--- config.mk ---
export PLATFORM = sky130hd
export DESIGN_NAME = skew_loader
export DESIGN_NICKNAME = d
export VERILOG_FILES = /design/src/rtl/skew_loader.sv
export SDC_FILE = /design/constraint.sdc
export NUM_CORES = 1
export LEC_CHECK = 0
export ABC_AREA = 1
export CAP_MARGIN = 20
export CELL_PAD_IN_SITES_DETAIL_PLACEMENT = 1
export CELL_PAD_IN_SITES_GLOBAL_PLACEMENT = 1
export CORE_MARGIN = 5
export CORE_UTILIZATION = 25
export DETAILED_ROUTE_END_ITERATION = 10
export PLACE_DENSITY_LB_ADDON = 0.08
export SYNTH_ARGS = -nofsm -noshare
export SYNTH_HDL_FRONTEND = slang
export SYNTH_SLANG_ARGS = --single-unit
--- constraint.sdc ---
create_clock -name clk -period 10.7 [get_ports clk]
set_input_delay 2.14 -clock clk [delete_from_list [all_inputs] [get_ports clk]]
set_output_delay 2.14 -clock clk [all_outputs]
set_load 0.01 [all_outputs]
--- src/rtl/skew_loader.sv ---
// skew_loader: fetches a 16-lane int8 tile from 64-bit memory and writes it diagonally skewed into SRAM.
// Optional: define SKEW_LOADER_WORD_CACHE_EN for a per-lane word cache that skips redundant reads.
module skew_loader #(
   parameter int N         = 16,
   parameter int K         = 512,
   parameter int ROW_WORDS = 64,
   parameter int SRAM_AW   = 10
) (
   input  logic               clk,
   input  logic               rst,
   input  logic               start,
   input  logic               mode,
   input  logic [5:0]         tile_idx,
   input  logic [15:0]        base_addr,
   output logic [15:0]        mem_addr,
   output logic               mem_read_enb,
   input  logic [63:0]        mem_data,
   output logic               sram_we,
   output logic [SRAM_AW-1:0] sram_addr,
   output logic [N*8-1:0]     sram_din,
   output logic               busy,
   output logic               done
);
   localparam int LW = $clog2(N);
   localparam logic [SRAM_AW-1:0] LAST_A = SRAM_AW'(K + N - 2);

   typedef enum logic [2:0] {S_IDLE, S_ADDR, S_DATA, S_WRITE, S_DONE} state_t;
   typedef struct packed {
      logic        valid;
      logic [15:0] addr;
      logic [2:0]  byte_sel;
   } lane_t;

   state_t             state;
   logic [SRAM_AW-1:0] a, nxt_a;
   logic [LW-1:0]      l, nxt_l;
   logic               mode_q, src_mode;
   logic [5:0]         tile_q, src_tile;
   logic [15:0]        base_q, src_base;
   logic [N*8-1:0]     asm_q, asm_nx;
   logic               lane_vld_q;
   logic [2:0]         lane_sel_q;
   logic [63:0]        src_word;
   logic [7:0]         lane_byte;
   logic               go_lane;
   lane_t              nxt;

`ifdef SKEW_LOADER_WORD_CACHE_EN
   logic [63:0] cache_word [N];
   logic [15:0] cache_addr [N];
   logic [N-1:0] cache_vld;
   logic         fetch_q;
   logic         hit;
`endif

   // Element k = a - l of lane l; address and byte lane depend on whether lanes are rows or columns.
   function automatic lane_t decode(input logic [SRAM_AW-1:0] wa, input logic [LW-1:0] wl,
                                    input logic m, input logic [5:0] t, input logic [15:0] b);
      lane_t       r;
      logic [15:0] k, c;
      k = 16'(wa) - 16'(wl);
      c = 16'(t) * 16'(N) + 16'(wl);
      r.valid = (16'(wa) >= 16'(wl)) && (k <= 16'(K - 1));
      if (!m) begin
         r.addr     = b + c * 16'(ROW_WORDS) + (k >> 3);
         r.byte_sel = ~k[2:0];
      end else begin
         r.addr     = b + k * 16'(ROW_WORDS) + (c >> 3);
         r.byte_sel = ~c[2:0];
      end
      return r;
   endfunction

   always_comb begin
      // NOTE: every always_comb output gets a default first so no path can infer a latch.
      nxt_a    = a;
      nxt_l    = l;
      src_mode = mode_q;
      src_tile = tile_q;
      src_base = base_q;
      case (state)
         S_IDLE: begin
            nxt_a    = '0;
            nxt_l    = '0;
            src_mode = mode;
            src_tile = tile_idx;
            src_base = base_addr;
         end
         S_DATA:  nxt_l = l + 1'b1;
         S_WRITE: begin
            nxt_a = a + 1'b1;
            nxt_l = '0;
         end
         default: ;
      endcase
      nxt     = decode(nxt_a, nxt_l, src_mode, src_tile, src_base);
      go_lane = (state == S_IDLE && start) || (state == S_DATA && l != LW'(N - 1)) ||
                (state == S_WRITE && a != LAST_A);

      src_word = mem_data;
`ifdef SKEW_LOADER_WORD_CACHE_EN
      if (!fetch_q) src_word = cache_word[l];
      hit = (state != S_IDLE) && nxt.valid && cache_vld[nxt_l] && (cache_addr[nxt_l] == nxt.addr);
`endif
      lane_byte = lane_vld_q ? src_word[{lane_sel_q, 3'b000} +: 8] : 8'h00;
      asm_nx    = asm_q;
      asm_nx[{l, 3'b000} +: 8] = lane_byte;
   end

   always_ff @(posedge clk) begin
      if (rst) begin
         state        <= S_IDLE;
         a            <= '0;
         l            <= '0;
         mode_q       <= 1'b0;
         tile_q       <= '0;
         base_q       <= '0;
         asm_q        <= '0;
         lane_vld_q   <= 1'b0;
         lane_sel_q   <= '0;
         mem_addr     <= '0;
         mem_read_enb <= 1'b1;
         sram_we      <= 1'b0;
         sram_addr    <= '0;
         sram_din     <= '0;
         busy         <= 1'b0;
         done         <= 1'b0;
`ifdef SKEW_LOADER_WORD_CACHE_EN
         fetch_q      <= 1'b0;
         cache_vld    <= '0;
`endif
      end else begin
         sram_we      <= 1'b0;
         done         <= 1'b0;
         mem_read_enb <= 1'b1;
         case (state)
            S_IDLE: if (start) begin
               mode_q <= mode;
               tile_q <= tile_idx;
               base_q <= base_addr;
               busy   <= 1'b1;
`ifdef SKEW_LOADER_WORD_CACHE_EN
               cache_vld <= '0;
`endif
            end
            S_ADDR: state <= S_DATA;
            S_DATA: begin
               asm_q <= asm_nx;
`ifdef SKEW_LOADER_WORD_CACHE_EN
               if (fetch_q) cache_vld[l] <= 1'b1;
`endif
               if (l == LW'(N - 1)) begin
                  state     <= S_WRITE;
                  sram_we   <= 1'b1;
                  sram_addr <= a;
                  sram_din  <= asm_nx;
                  asm_q     <= '0;
               end
            end
            S_WRITE: if (a == LAST_A) begin
               state <= S_DONE;
               done  <= 1'b1;
               busy  <= 1'b0;
            end
            S_DONE:  state <= S_IDLE;
            default: state <= S_IDLE;
         endcase

         // Entering a new lane overrides the case transitions above.
         if (go_lane) begin
            a          <= nxt_a;
            l          <= nxt_l;
            lane_vld_q <= nxt.valid;
            lane_sel_q <= nxt.byte_sel;
`ifdef SKEW_LOADER_WORD_CACHE_EN
            if (nxt.valid && !hit) begin
               state        <= S_ADDR;
               fetch_q      <= 1'b1;
               mem_addr     <= nxt.addr;
               mem_read_enb <= 1'b0;
            end else begin
               state   <= S_DATA;
               fetch_q <= 1'b0;
            end
`else
            state <= S_ADDR;
            if (nxt.valid) begin
               mem_addr     <= nxt.addr;
               mem_read_enb <= 1'b0;
            end
`endif
         end
      end
   end

`ifdef SKEW_LOADER_WORD_CACHE_EN
   // NOTE: cache storage has no reset; cache_vld alone decides whether an entry is usable.
   always_ff @(posedge clk) begin
      if (state == S_DATA && fetch_q) begin
         cache_word[l] <= mem_data;
         cache_addr[l] <= mem_addr;
      end
   end
`endif
endmodule

==> flow_summary.ini, run 1 <==
[synthesis]
yosysSeqAreaShare = 0.401
syn_area_um2 = 16500
synth-seq-cells = 330
synth_nets = 2494
ys_warn_count = 0
synth_cell_types = 50
synthCells = 2335
syn_avg_cell_area_um2 = 7.05
synthArstFlopShare = 0
synth_edf_count = 0
synth_flop_cell = dfxtp_1

[route]
viasPerCell = 4.68
dr.pass1.iters = 5
wl_per_cell_um = 18.6
wirelength_um = 63100
vias = 15900
ant_nets = 0
drtIter0Drc = 657
drc = 0

[pwr]
powerDensity_nw_per_um2 = 149
comb_power_share = 0.132
clkPwrFrac = 0.464
pwr-share-seq = 0.405
p_sw_w = 0.000865
ir_drop_mv = 0.0910
p_int_w = 0.00227
p_leak_nw = 8.21
p_total_w = 0.00313
swShare = 0.276

[critical_path]
cpLargestDelayFamily = compound AO/OA/AOI/OAI gates
crit_path_start_kind = flop
crit_slowest_cell = fa_1
cp.arrival_ns = 6.84
critPathMaxStageDelay_ns = 0.61
endpoint_kind = flop
crit_cells = 25
cp_data_required_time_ns = 11.16
worstPathBufferInverterCount = 5
reg2reg_depth = 25
critPathKind = flop to flop
path_max_fanout = 32

[job]
maxCapViolCount = 0

[final_layout]
nets = 2662
final_cells = 3399
regArea_um2 = 6610
fill_cells = 7854
diodes = 0
stdcell_area_um2 = 21000
multi_input_area_um2 = 8580
final_cell_mix = nand2_1, dfxtp_1, o21ai_0
layout-drive-gt1-share = 0.0604
syn_to_final_growth_pct = 27.8
post-route-util = 0.321
final_common_cell = nand2_1

[placement]
place_area_um2 = 19600
port_buffers = 247
place.gp.congestion = 0.810
place_inst = 3322
dp_hpwl_um = 43300

[timing]
worst_pin_slew_ns = 1.00
fin_setup_tns_ns = 0
hold_violations = 0
max_freq_ghz = 0.157
rsz0062_at_grt = no
slew_viol_final = 0
period_share = 0.596
setup_viol_count_final = 0
finalCriticalPeriod_ns = 6.38
fin_skew_ns = 0.0222
slew_headroom = 0.331

[die]
core.rowCount = 94
start_util = 0.251
die_y_um = 267
die_w_um = 267
core_um2 = 65500
die_area_um2 = 71100
pin_count = 248

[clock_network]
holdBufCountCts = 0
cts_tree = yes
clkTransAtPathRegs_ns = 0.06
insertion_delay_ns = 0.57
clockBufferDepth = 3
cts_buffers = 43
cts-resized-gates = 0
root_buffer = clkbuf_16
cts.sinks = 330
cts_setup_buffers = 0
cts.htree.levels = 2

[global_routing]
antenna_found_initial = 0
track_usage = 0.171
grt_start_max_net_pins = 95
grt_pass1_vias = 16200
grt_pass1_wl_um = 96800
grt_overflow = 0

[hold_path]
holdPathStages = 2
hold_path_class = flop to flop

[status]
status = complete, no violations
-- worst reg2reg max path, cell delays in order (launching register included) --
cell       delay [ns]
dfxtp_1          0.42
inv_2            0.09
nand2_2          0.46
nand2_1          0.31
nor2_1           0.29
inv_1            0.09
o21ai_0          0.56
inv_1            0.17
ha_1             0.36
a21oi_1          0.14
inv_1            0.06
nor2_1           0.21
nand3_1          0.17
a21oi_1          0.19
nand2_1          0.31
fa_1             0.61
inv_1            0.04
ha_1             0.36
a21oi_1          0.29
o21ai_0          0.14
nand2_1          0.09
o2111ai_1        0.12
o21ai_0          0.41
o21ai_0          0.21
nor2_1           0.13
nor2_1           0.04
-- power by group through the flow --
stage               combinational (W)  sequential (W)  clock, W
global placement             0.000417         0.00130         0
global route                 0.000459         0.00127   0.00157
CTS                          0.000423         0.00127   0.00152
floorplan                    0.000227         0.00130         0
finish                       0.000413         0.00127   0.00145
detailed placement           0.000420         0.00130         0
-- metal layers --
layer / part of all wire / global-route usage / up-vias
li1: - / - / 7991
met1: 0.48 / 0.233 / 7605
met2: 0.45 / 0.281 / 233
met3: 0.042 / 0.0358 / 69
met4: 0.023 / 0.0414 / 0
met5: 0 / 0 / -
-- path summary, 6_finish.rpt --
path         startpoint           end  slack, ns
max            state[2]  mem_addr[13]       4.32
min reg2reg   tile_q[0]     tile_q[0]       0.45
max reg2reg    state[2]  mem_addr[13]       4.32
min           tile_q[0]     tile_q[0]       0.45
-- registers in the layout, indices dropped and copies added (netlist names) --
register	flops
sram_addr	10
tile_q	6
busy	1
mem_read_enb	1
mem_addr	16
state	3
sram_din	128
done	1
lane_sel_q	3
a	10
asm_q	128
base_q	16
mode_q	1
lane_vld_q	1
l	4
sram_we	1
-- Yosys cell counts (3+ instances only) --
library cell  instances  share of area
buf_6                 3         0.0021
nand2_2               6         0.0023
or2_2                17         0.0065
o21ai_0             301          0.092
o31ai_1               3         0.0014
mux2i_1              11         0.0067
buf_2                38          0.012
inv_1               179          0.041
clkbuf_1             90          0.021
o21ai_1              90          0.027
nor3_1                5         0.0015
o22ai_1              16         0.0061
xor2_1               13         0.0069
ha_1                 58          0.044
buf_1                 9         0.0021
fa_1                 11          0.013
nor2_2                6         0.0023
nand4_1               4         0.0015
o221ai_2              7         0.0064
inv_2                15         0.0034
xnor2_1               6         0.0032
a211oi_1              9         0.0041
nor2_4                4         0.0027
nand3_1              52          0.016
a21oi_1             250          0.076
nor2_1              261          0.060
a21boi_0              3         0.0014
dfxtp_1             330           0.40
or2_1                37          0.014
nand2_1             476           0.11
-- cell type report --
cell class / count / area share
clock buffer: 65 / 0.0609
multi-input combinational: 1668 / 0.408
tap: 864 / 0.0514
inverter: 196 / 0.0352
timing repair buffer: 264 / 0.124
sequential: 330 / 0.314
clock inverter: 12 / 0.00619
-- cells by family after synthesis --
family          Yosys count  synth area share
fa+ha+maj                69            0.0575
xor+xnor                 20            0.0111
mux                      11           0.00669
flops                   330             0.401
buf+inv                 337            0.0815
compound gates          689             0.220
simple gates            879             0.222
-- per-stage QoR --
step	worst slack [ns]	hold slack [ns]
after floorplan	6.27	0.425
after global placement	4.22	0.439
after detailed placement	4.17	0.447
after CTS	4.15	0.456
after global routing	3.71	0.470
final	4.32	0.453
Power figures use the tool's default switching activity.
==> inputs of run 2 (changes only) <==
- clock period: 10.7 -> 6.6 ns (I/O delays scaled with it)
==> run 2 against run 1 <==
Effect of this change: via count shrank 0.29%; clock power is 63% higher; design area grew 0.16%; fmax increased by 18%; sequential power increased by 62%; clock skew about the same; combinational power rose by 63%; die area unchanged; non-clock buffer count increased by 4; largest power group unchanged.
==> flow_summary.ini, run 2 (synthesized netlist as in run 1, its figures left out) <==
[status]
status = complete, no violations

[clock_network]
cts_buffers = 43
clockBufferDepth = 3
clkTransAtPathRegs_ns = 0.07
cts-resized-gates = 0
insertion_delay_ns = 0.57
holdBufCountCts = 0
cts_tree = yes
cts.sinks = 330
cts_setup_buffers = 0
cts.htree.levels = 2
root_buffer = clkbuf_16

[critical_path]
cp.arrival_ns = 5.93
reg2reg_depth = 26
endpoint_kind = flop
r2r_setup_slack_ns = 1.18
critPathKind = flop to flop
crit_path_start_kind = flop
cp_data_required_time_ns = 7.11
path_max_fanout = 7

[timing]
worst_pin_slew_ns = 1.03
hold_violations = 0
rsz0062_at_grt = no
max_freq_ghz = 0.185
setup_viol_count_final = 0
slew_viol_final = 0
fin_setup_tns_ns = 0
slew_headroom = 0.306
finalCriticalPeriod_ns = 5.42
period_share = 0.821
fin_hold_ws_ns = 0.455
fin_skew_ns = 0.0224

[route]
dr.pass1.iters = 4
viasPerCell = 4.66
ant_nets = 0
wl_per_cell_um = 18.6
drtIter0Drc = 765
drc = 0
vias = 15900
wirelength_um = 63300

[final_layout]
reg_top3 = asm_q: 128 flops, sram_din: 128 flops
nets = 2666
stdcell_area_um2 = 21100
diodes = 0
regArea_um2 = 6610
layout-drive-gt1-share = 0.0635
fill_cells = 7918
final_cell_mix = nand2_1, dfxtp_1, o21ai_0
multi_input_area_um2 = 8580
syn_to_final_growth_pct = 28.0
final_common_cell = nand2_1

[pwr]
p_leak_nw = 8.25
ir_drop_mv = 0.145
powerDensity_nw_per_um2 = 242

[hold_path]
holdPathStages = 2
hold_path_class = flop to flop

[placement]
place.gp.congestion = 0.855
place_area_um2 = 19600
port_buffers = 247
dp_hpwl_um = 43900

[die]
die_area_um2 = 71100
die_w_um = 267
start_util = 0.251
core_um2 = 65500
pin_count = 248
core.rowCount = 94
die_y_um = 267

[global_routing]
grt_pass1_vias = 16500
antenna_found_initial = 0
track_usage = 0.174
grt_start_max_net_pins = 84
grt_overflow = 0
grt_pass1_wl_um = 98200

[job]
maxCapViolCount = 0
-- run 2: changes by cell type in the layout (fill, tap and decap cells not counted) --
cell,before,now
clkinv_2,6,8
clkbuf_16,44,43
clkbuf_1,11,4
buf_4,17,21
inv_16,0,1
clkinv_8,1,0
clkbuf_8,10,13
-- run 2: worst max-delay path, stage by stage, from the launching register on --
cell     delay [ns]
dfxtp_1        0.43
inv_2          0.08
nand3_2        0.12
nand2_1        0.15
nor2_1         0.24
inv_1          0.09
o21ai_0        0.46
inv_1          0.15
ha_1           0.36
a21oi_1        0.15
inv_1          0.05
nor2_1         0.14
nand3_1        0.14
a21oi_1        0.19
nand2_1        0.30
fa_1           0.62
inv_1          0.05
ha_1           0.38
a21oi_1        0.38
o21ai_0        0.16
a21oi_1        0.15
o21ai_0        0.14
nand2_1        0.10
nand2_1        0.05
nor2_1         0.10
nor2_1         0.05
a21oi_1        0.13
-- run 2: routing by layer --
layer  track usage  up-vias  wire length (um)
met5             0        -                 0
met4        0.0475        0              1620
met3        0.0280       77              2360
met2         0.290      227             29100
met1         0.236     7552             30300
li1              -     7996                 -
-- run 2: worst paths after layout --
path	endpoint	from
max	mem_addr[15]	state[2]
min	tile_q[4]	tile_q[4]
max reg2reg	mem_addr[15]	state[2]
min reg2reg	tile_q[4]	tile_q[4]
-- run 2: layout make-up --
type	instances	share of cell area
Multi-Input combinational cell	1668	0.408
Timing Repair Buffer	268	0.125
Clock inverter	14	0.00683
Clock buffer	60	0.0603
Tap cell	864	0.0513
Sequential cell	330	0.314
Inverter	196	0.0352
-- run 2: report_power, final --
| part | internal (W) | switching, W | leakage [nW] |
|---|---|---|---|
| sequential | 0.00203 | 0.0000285 | 2.67 |
| clock | 0.00142 | 0.000950 | 0.702 |
| combinational | 0.000234 | 0.000438 | 4.88 |
| total | 0.00368 | 0.00142 | 8.25 |
-- run 2: per-stage QoR --
stage               std cells  power [W]  worst slack [ns]   util
finish                   3400    0.00510              1.18  0.321
global placement         3326    0.00278              1.35  0.300
detailed placement       3326    0.00279              1.09  0.300
floorplan                2335    0.00247              2.24      -
CTS                      3400    0.00520              1.08  0.321
global route             3400    0.00533             0.633  0.321
